==> config.mk <==
export PLATFORM = sky130hd
export DESIGN_NAME = add_acc_stream
export DESIGN_NICKNAME = d
export VERILOG_FILES = /design/src/rtl/add_acc_stream.sv
export SDC_FILE = /design/constraint.sdc
export NUM_CORES = 1
export LEC_CHECK = 0
export ABC_CLOCK_PERIOD_IN_PS = 1800
export CAP_MARGIN = 20
export CORE_MARGIN = 3
export CORE_UTILIZATION = 35
export DETAILED_ROUTE_END_ITERATION = 7
export MAX_ROUTING_LAYER = met4
export SLEW_MARGIN = 20
export SYNTH_ARGS = -nofsm -noshare
export SYNTH_HDL_FRONTEND = slang
export SYNTH_SLANG_ARGS = --single-unit
==> constraint.sdc <==
create_clock -name clk -period 1.8 [get_ports clk]
set_clock_uncertainty 0.1 [all_clocks]
set_input_delay 0.18 -clock clk [delete_from_list [all_inputs] [get_ports clk]]
set_output_delay 0.18 -clock clk [all_outputs]
set_load 0.1 [all_outputs]
==> src/rtl/add_acc_stream.sv <==
// add_acc_stream: streaming add/sub/accumulate unit with an in-order result FIFO.
// Ports: clk, rst (sync, active-high);
//   in_valid/in_ready + in_a, in_b, in_mode (00 add, 01 sub, 10 acc, 11 clear);
//   out_valid/out_ready + out_y (WIDTH+1 bits), out_ovf.
module add_acc_stream #(
  parameter int WIDTH = 4,
  parameter int DEPTH = 2
) (
  input  logic             clk,
  input  logic             rst,
  input  logic             in_valid,
  output logic             in_ready,
  input  logic [WIDTH-1:0] in_a,
  input  logic [WIDTH-1:0] in_b,
  input  logic [1:0]       in_mode,
  output logic             out_valid,
  input  logic             out_ready,
  output logic [WIDTH:0]   out_y,
  output logic             out_ovf
);

  localparam int PW = (DEPTH > 1) ? $clog2(DEPTH) : 1;
  localparam int CW = $clog2(DEPTH + 1);
  localparam logic [PW-1:0] LAST = PW'(DEPTH - 1);
  localparam logic [CW-1:0] FULL = CW'(DEPTH);

  logic [WIDTH:0]  r_y [DEPTH];
  logic            r_ovf [DEPTH];
  logic [PW-1:0]   r_head;
  logic [PW-1:0]   r_tail;
  logic [CW-1:0]   r_count;
  logic [WIDTH:0]  r_acc;

  logic            w_push;
  logic            w_pop;
  logic [PW-1:0]   w_head_nxt;
  logic [PW-1:0]   w_tail_nxt;
  logic [WIDTH+1:0] w_acc_sum;
  logic [WIDTH:0]  w_y;
  logic            w_ovf;
  logic [WIDTH:0]  w_acc_nxt;
  logic            w_acc_we;

  // Handshake flags depend only on registered count, so in_ready
  // never has a combinational path from out_ready.
  assign in_ready  = (r_count != FULL);
  assign out_valid = (r_count != '0);
  assign out_y     = r_y[r_head];
  assign out_ovf   = r_ovf[r_head];

  assign w_push = in_valid & in_ready;
  assign w_pop  = out_valid & out_ready;

  assign w_head_nxt = (r_head == LAST) ? '0 : r_head + 1'b1;
  assign w_tail_nxt = (r_tail == LAST) ? '0 : r_tail + 1'b1;

  // One extra bit so the wrap of the accumulator is visible.
  assign w_acc_sum = {1'b0, r_acc} + {2'b00, in_a};

  always_comb begin
    w_y       = '0;
    w_ovf     = 1'b0;
    w_acc_nxt = r_acc;
    w_acc_we  = 1'b0;
    case (in_mode)
      2'b00: begin
        w_y = {1'b0, in_a} + {1'b0, in_b};
      end
      2'b01: begin
        w_y   = {1'b0, in_a} - {1'b0, in_b};
        w_ovf = (in_a < in_b);
      end
      2'b10: begin
        w_y       = w_acc_sum[WIDTH:0];
        w_ovf     = w_acc_sum[WIDTH+1];
        w_acc_nxt = w_acc_sum[WIDTH:0];
        w_acc_we  = 1'b1;
      end
      default: begin
        w_acc_nxt = '0;
        w_acc_we  = 1'b1;
      end
    endcase
  end

  always_ff @(posedge clk) begin
    if (rst) begin
      r_head  <= '0;
      r_tail  <= '0;
      r_count <= '0;
      r_acc   <= '0;
      for (int i = 0; i < DEPTH; i++) begin
        r_y[i]   <= '0;
        r_ovf[i] <= 1'b0;
      end
    end else begin
      if (w_push) begin
        r_y[r_tail]   <= w_y;
        r_ovf[r_tail] <= w_ovf;
        r_tail        <= w_tail_nxt;
        if (w_acc_we)
          r_acc <= w_acc_nxt;
      end
      if (w_pop)
        r_head <= w_head_nxt;
      case ({w_push, w_pop})
        2'b10:   r_count <= r_count + 1'b1;
        2'b01:   r_count <= r_count - 1'b1;
        default: r_count <= r_count;
      endcase
    end
  end

endmodule

==> results of run 1 <==
## per-layer routing
layer  up-vias  wire (um)  GRT usage [%]
li1        654          -              -
met5         -          0              -
met4         0         51          6.889
met3         6         86          1.801
met2        21       1986          27.20
met1       631       1409          15.63
## cell type report
class | instances | share of cell area, %
tap | 50 | 2.653
sequential | 22 | 23.98
inverter | 10 | 1.592
timing repair buffer | 55 | 22.76
multi-input combinational | 120 | 46.68
clock buffer | 4 | 2.334
## path summary, 6_finish.rpt
kind | from | endpoint | slack (ns) | depth (start not counted)
worst min-delay path | r_count[1] | r_count[1] | 0.41 | 2
worst max register to register | r_acc[0] | r_acc[4] | -0.17 | 8
worst min register to register | r_count[1] | r_count[1] | 0.41 | 2
worst max-delay path | r_acc[0] | r_acc[4] | -0.17 | 8
## what timing repair did
action / 4_1_cts / 5_1_grt
hold endpoints to repair: 0 / 0
gates resized for setup: 25 / 18
hold buffers: 0 / 0
setup endpoints to repair: 14 / 17
pin swaps: 16 / 11
setup buffers: 0 / 0
## report_power, final
part           switching (uW)  internal [uW]
clock                     155            195
sequential               67.3            626
combinational             853            616
## Yosys cell counts, drive strengths merged (4+ instances only)
master and n:
xnor2 4, nand2b 5, nor2 15, ha 17, mux2 6, nand2 9
nor3 4, o21ai 4, a21oi 8, and2 4, inv 10, nor3b 4
edfxtp 12, dfxtp 10, nor2b 7
## cell families (layout without fill, tap and decap cells)
| kind of cell | Yosys count | in the layout | synth area share, % |
|---|---|---|---|
| adder cells (fa/ha/maj) | 20 | 20 | 17.74 |
| AND/OR/NAND/NOR | 61 | 61 | 22.29 |
| flip-flops | 22 | 22 | 36.45 |
| XOR/XNOR | 7 | 7 | 3.987 |
| AO/OA/AOI/OAI | 24 | 24 | 10.09 |
| multiplexers | 8 | 8 | 5.695 |
| buffers and inverters | 14 | 69 | 3.743 |
## flip-flops by register name, summed over array words and instances (netlist names), named ones only
name / cells
r_tail: 1
r_ovf: 2
r_count: 2
r_acc: 5
r_y: 10
r_head: 1
## stage by stage
step	setup TNS, ns	std cells	instance area [um^2]
detailed placement	-7.793	257	2158
global placement	-7.371	257	2158
finish	-0.5857	261	2359
floorplan	-0.1591	156	1570
global route	-1.160	261	2359
CTS	-0.5425	261	2300
## critical path: stages, from the launching register on
cell and delay, ns:
dfxtp_2 0.36, ha_4 0.14, inv_2 0.03, fa_2 0.33, nor2b_2 0.14, o21ai_2 0.07
nor2b_4 0.13, or4b_1 0.46, a31oi_1 0.13
==> results.py, run 1 <==
metrics = {
    "grt": {
        "antenna_found_initial": 0,
        "grt_pass1_vias": 1372,
        "overflow": 0,
        "grt_max_degree": 13,
        "grt_pass1_wl_um": 5954,
        "track_usage_pct": 14.81,
    },
    "cells_and_area": {
        "final_common_cell": "buf_4",
        "fill_cells": 356,
        "multi_input_area_um2": 1101,
        "antenna_cells": 0,
        "syn2layout_area_growth_pct": 53.38,
        "seq_area_um2": 565.5,
        "utilization_pct": 57.31,
        "drive_gt1_share_pct": 45.02,
        "nets": 246,
        "final_cell_mix": "buf_4, nor2_1, edfxtp_1",
    },
    "yosys": {
        "synth.avg_cell_area_um2": 9.857,
        "synth_top_area_cell": "edfxtp_1",
        "synth_nets": 190,
        "synth-seq-cells": 22,
        "synth_edf_count": 12,
        "syn_area_um2": 1538,
        "netlist.area_leader.share_pct": 23.43,
        "ys_seq_area_share_pct": 36.45,
        "netlist_instances": 156,
        "ys_warn_count": 0,
        "ys_top_cells_by_area": "edfxtp_1, ha_1, dfxtp_1",
        "synth_cell_type_count": 40,
        "ys.flop_type": "edfxtp_1",
        "async_flop_share_pct": 0,
    },
    "route": {
        "wire_per_inst_um": 13.54,
        "drt_iter0_drc": 66,
        "drc": 0,
        "ant_nets": 0,
        "dr.pass1.iters": 4,
        "vias": 1312,
        "wl_um": 3533,
        "via_per_inst": 5.027,
    },
    "power_and_ir_drop": {
        "p_leak_uw": 0.0009819,
        "ir_drop_mv": 0.3855,
        "power.density_nw_per_um2": 1065,
        "p_total_uw": 2512,
    },
    "die": {
        "num_rows": 23,
        "die_x_um": 72.29,
        "core_area_um2": 4115,
        "initial_core_util_pct": 37.37,
        "die_h_um": 72.29,
        "dieArea_um2": 5225,
        "io_pins": 22,
    },
    "clock_network": {
        "cts_buffers": 3,
        "h-tree-depth": 1,
        "cts.clk_slew.worst_paths_ns": 0.08,
        "clock_path_buffers": 2,
        "cts.sinks": 22,
        "cts_tree": "built",
        "root_buffer": "clkbuf_8",
        "clock_latency_ns": 0.27,
    },
    "critical_path": {
        "crit_fanout": 2,
        "cp-end-kind": "flop",
        "crit_path_start_kind": "flop",
        "critPathRequiredTime_ns": 1.90,
        "path_class": "flop to flop",
        "critical_path_arrival_ns": 2.07,
    },
    "placement": {
        "hpwl_um": 2760,
        "port_buffers": 21,
        "pre_cts_slack_ns": -0.6896,
        "gp_congestion": 0.8020,
    },
    "timing": {
        "slew_headroom_pct": 75.95,
        "setup_viol": 6,
        "fmax_mhz": 507.3,
        "rsz0062_at_grt": "yes",
        "finalHoldViolations": 0,
        "finalCritPeriodShare_pct": 109.5,
        "holdWs_ns": 0.4077,
        "worst_slack_ns": -0.1712,
        "final_max_slew_viol_count": 0,
        "fin_crit_ns": 1.971,
        "worstMarginPinSlew_ns": 0.3569,
    },
    "run_status": {
        "violations": "setup timing",
        "status": "complete, but fails checks",
    },
    "flow_run": {
        "drv_cap": 0,
    },
    "hold_path": {
        "hp-class": "flop to flop",
    },
}
No activity file was read; power rests on OpenSTA's default activity.
==> run 2, diff against run 1 <==
--- a/config.mk
+++ b/config.mk
@@ -11,6 +11,7 @@
 export CORE_UTILIZATION = 35
 export DETAILED_ROUTE_END_ITERATION = 7
 export MAX_ROUTING_LAYER = met4
+export PLACE_DENSITY = 0.61
 export SLEW_MARGIN = 20
 export SYNTH_ARGS = -nofsm -noshare
 export SYNTH_HDL_FRONTEND = slang
==> run 2 against run 1 <==
The flow still finishes with violations (setup timing). Clock power up 14%. Clock-buffer cell count unchanged. Cell count up 0.77%. Critical path type unchanged.
==> results.py, run 2 (synthesized netlist as in run 1, its figures left out) <==
metrics = {
    "run_status": {
        "status": "complete, but fails checks",
        "violations": "setup timing",
    },
    "cells_and_area": {
        "final_cell_mix": "buf_4, nor2_1, edfxtp_1",
        "top_register": "r_y",
        "largest_reg_flops": 10,
        "final_area_um2": 2411,
        "reg.largest.list": "r_y (10), r_acc (5)",
        "antenna_cells": 0,
        "drive_gt1_share_pct": 49.77,
        "nets": 248,
        "final_common_cell": "buf_4",
        "syn2layout_area_growth_pct": 56.79,
        "fill_cells": 331,
    },
    "route": {
        "via_per_inst": 5.015,
        "wire_per_inst_um": 13.65,
        "dr.pass1.iters": 4,
        "ant_nets": 0,
        "drc": 0,
        "wl_um": 3590,
        "vias": 1319,
        "drt_iter0_drc": 114,
    },
    "placement": {
        "port_buffers": 21,
        "postPlaceCellArea_um2": 2143,
        "hpwl_um": 2812,
        "gp_congestion": 0.7769,
    },
    "power_and_ir_drop": {
        "p_leak_uw": 0.0009993,
        "ir_drop_mv": 0.4364,
        "power.density_nw_per_um2": 1104,
        "p_total_uw": 2661,
    },
    "grt": {
        "overflow": 0,
        "track_usage_pct": 15.31,
        "grt_max_degree": 14,
        "met3_usage_pct": 2.632,
        "antenna_found_initial": 0,
        "use_met1_pct": 17.59,
        "gr-usage-met2_pct": 26.69,
        "grt_pass1_wl_um": 6189,
        "top_usage_layer": "met2",
        "grt_pass1_vias": 1368,
    },
    "critical_path": {
        "crit_path_start_kind": "flop",
        "crit_family": "simple AND/OR/NAND/NOR gates",
        "critical_path_arrival_ns": 2.09,
        "cp-end-kind": "flop",
        "path_class": "flop to flop",
        "max_stage_delay_ns": 0.49,
        "path_buf_inv": 1,
        "slowest_stage": "or4b_1",
        "crit_fanout": 2,
        "critPathRequiredTime_ns": 1.89,
        "crit_chain": "ha_4 > inv_2 > fa_2 > nor2b_2 > o21ai_2 > nor2b_4 > or4b_1 > a31oi_1",
    },
    "flow_run": {
        "drv_cap": 0,
    },
    "timing": {
        "final_max_slew_viol_count": 0,
        "worst_slack_ns": -0.1942,
        "rsz0062_at_grt": "yes",
        "slew_headroom_pct": 74.10,
        "finalHoldViolations": 0,
        "fmax_mhz": 501.5,
        "finalCritPeriodShare_pct": 110.8,
        "fin_setup_tns_ns": -0.6757,
        "worstMarginPinSlew_ns": 0.3845,
        "fin_crit_ns": 1.994,
        "setup_viol": 5,
    },
    "hold_path": {
        "hp-class": "flop to flop",
    },
    "die": {
        "io_pins": 22,
        "die_h_um": 72.29,
        "core_area_um2": 4115,
        "initial_core_util_pct": 37.37,
        "die_x_um": 72.29,
        "dieArea_um2": 5225,
        "num_rows": 23,
    },
    "clock_network": {
        "cts_tree": "built",
        "root_buffer": "clkbuf_8",
        "clock_latency_ns": 0.27,
        "h-tree-depth": 1,
        "cts.clk_slew.worst_paths_ns": 0.08,
        "hold_buffers": 0,
        "cts.sinks": 22,
        "clock_path_buffers": 2,
        "cts_buffers": 3,
    },
}
run 2: cell count changes in the layout (fill, tap and decap cells not counted), sizes merged:
| cell | before | now |
|---|---|---|
| buf | 42 | 44 |
| clkbuf | 5 | 6 |
| clkdlybuf4s15 | 2 | 1 |
run 2: stage by stage:
stage,setup slack [ns],hold slack [ns],util (%),std cells
6_report,-0.1942,0.4199,58.59,263
5_1_grt,-0.2777,0.4476,58.59,263
4_1_cts,-0.2529,0.4202,56.04,260
3_5_place_dp,-0.6859,0.4035,52.08,255
3_3_place_gp,-0.6353,0.3731,52.08,255
2_1_floorplan,-0.08685,0.2948,-,156
run 2: layout make-up:
class                           count  area (um^2)  area share [%]
Clock buffer                        4        66.31           2.750
Sequential cell                    22        568.0           23.56
Timing Repair Buffer               57        550.5           22.83
Tap cell                           50        62.56           2.595
Inverter                           10        37.54           1.557
Multi-Input combinational cell    120         1126           46.70
run 2: what timing repair did:
item,in CTS,in global routing
pin swaps,25,17
buffers inserted,1,3
setup endpoints to repair,15,21
gates resized for setup,26,27
run 2: path summary, 6_finish.rpt:
path | start | end | slack (ns) | depth (start not counted)
max | r_acc[0] | r_acc[4] | -0.19 | 8
min | r_acc[0] | r_acc[0] | 0.42 | 2
max reg2reg | r_acc[0] | r_acc[4] | -0.19 | 8
min reg2reg | r_acc[0] | r_acc[0] | 0.42 | 2
run 2: metal layers:
metal	share of wire, %	routed length [um]
met5	0	0
met4	2.3	81
met3	2.3	83
met2	55	1959
met1	41	1465
run 2: power by group:
part           switching, uW  internal, uW
clock network            159           241
registers               64.2           630
logic                    891           675
total                   1110          1550
run 2: worst min-delay path: cells and delay by family, from the launching register on:
| family | cells | cell delay [ns] |
|---|---|---|
| DFF | 1 | 0.35 |
| and+or+nand+nor | 1 | 0.07 |
| AOI/OAI and AO/OA | 1 | 0.06 |
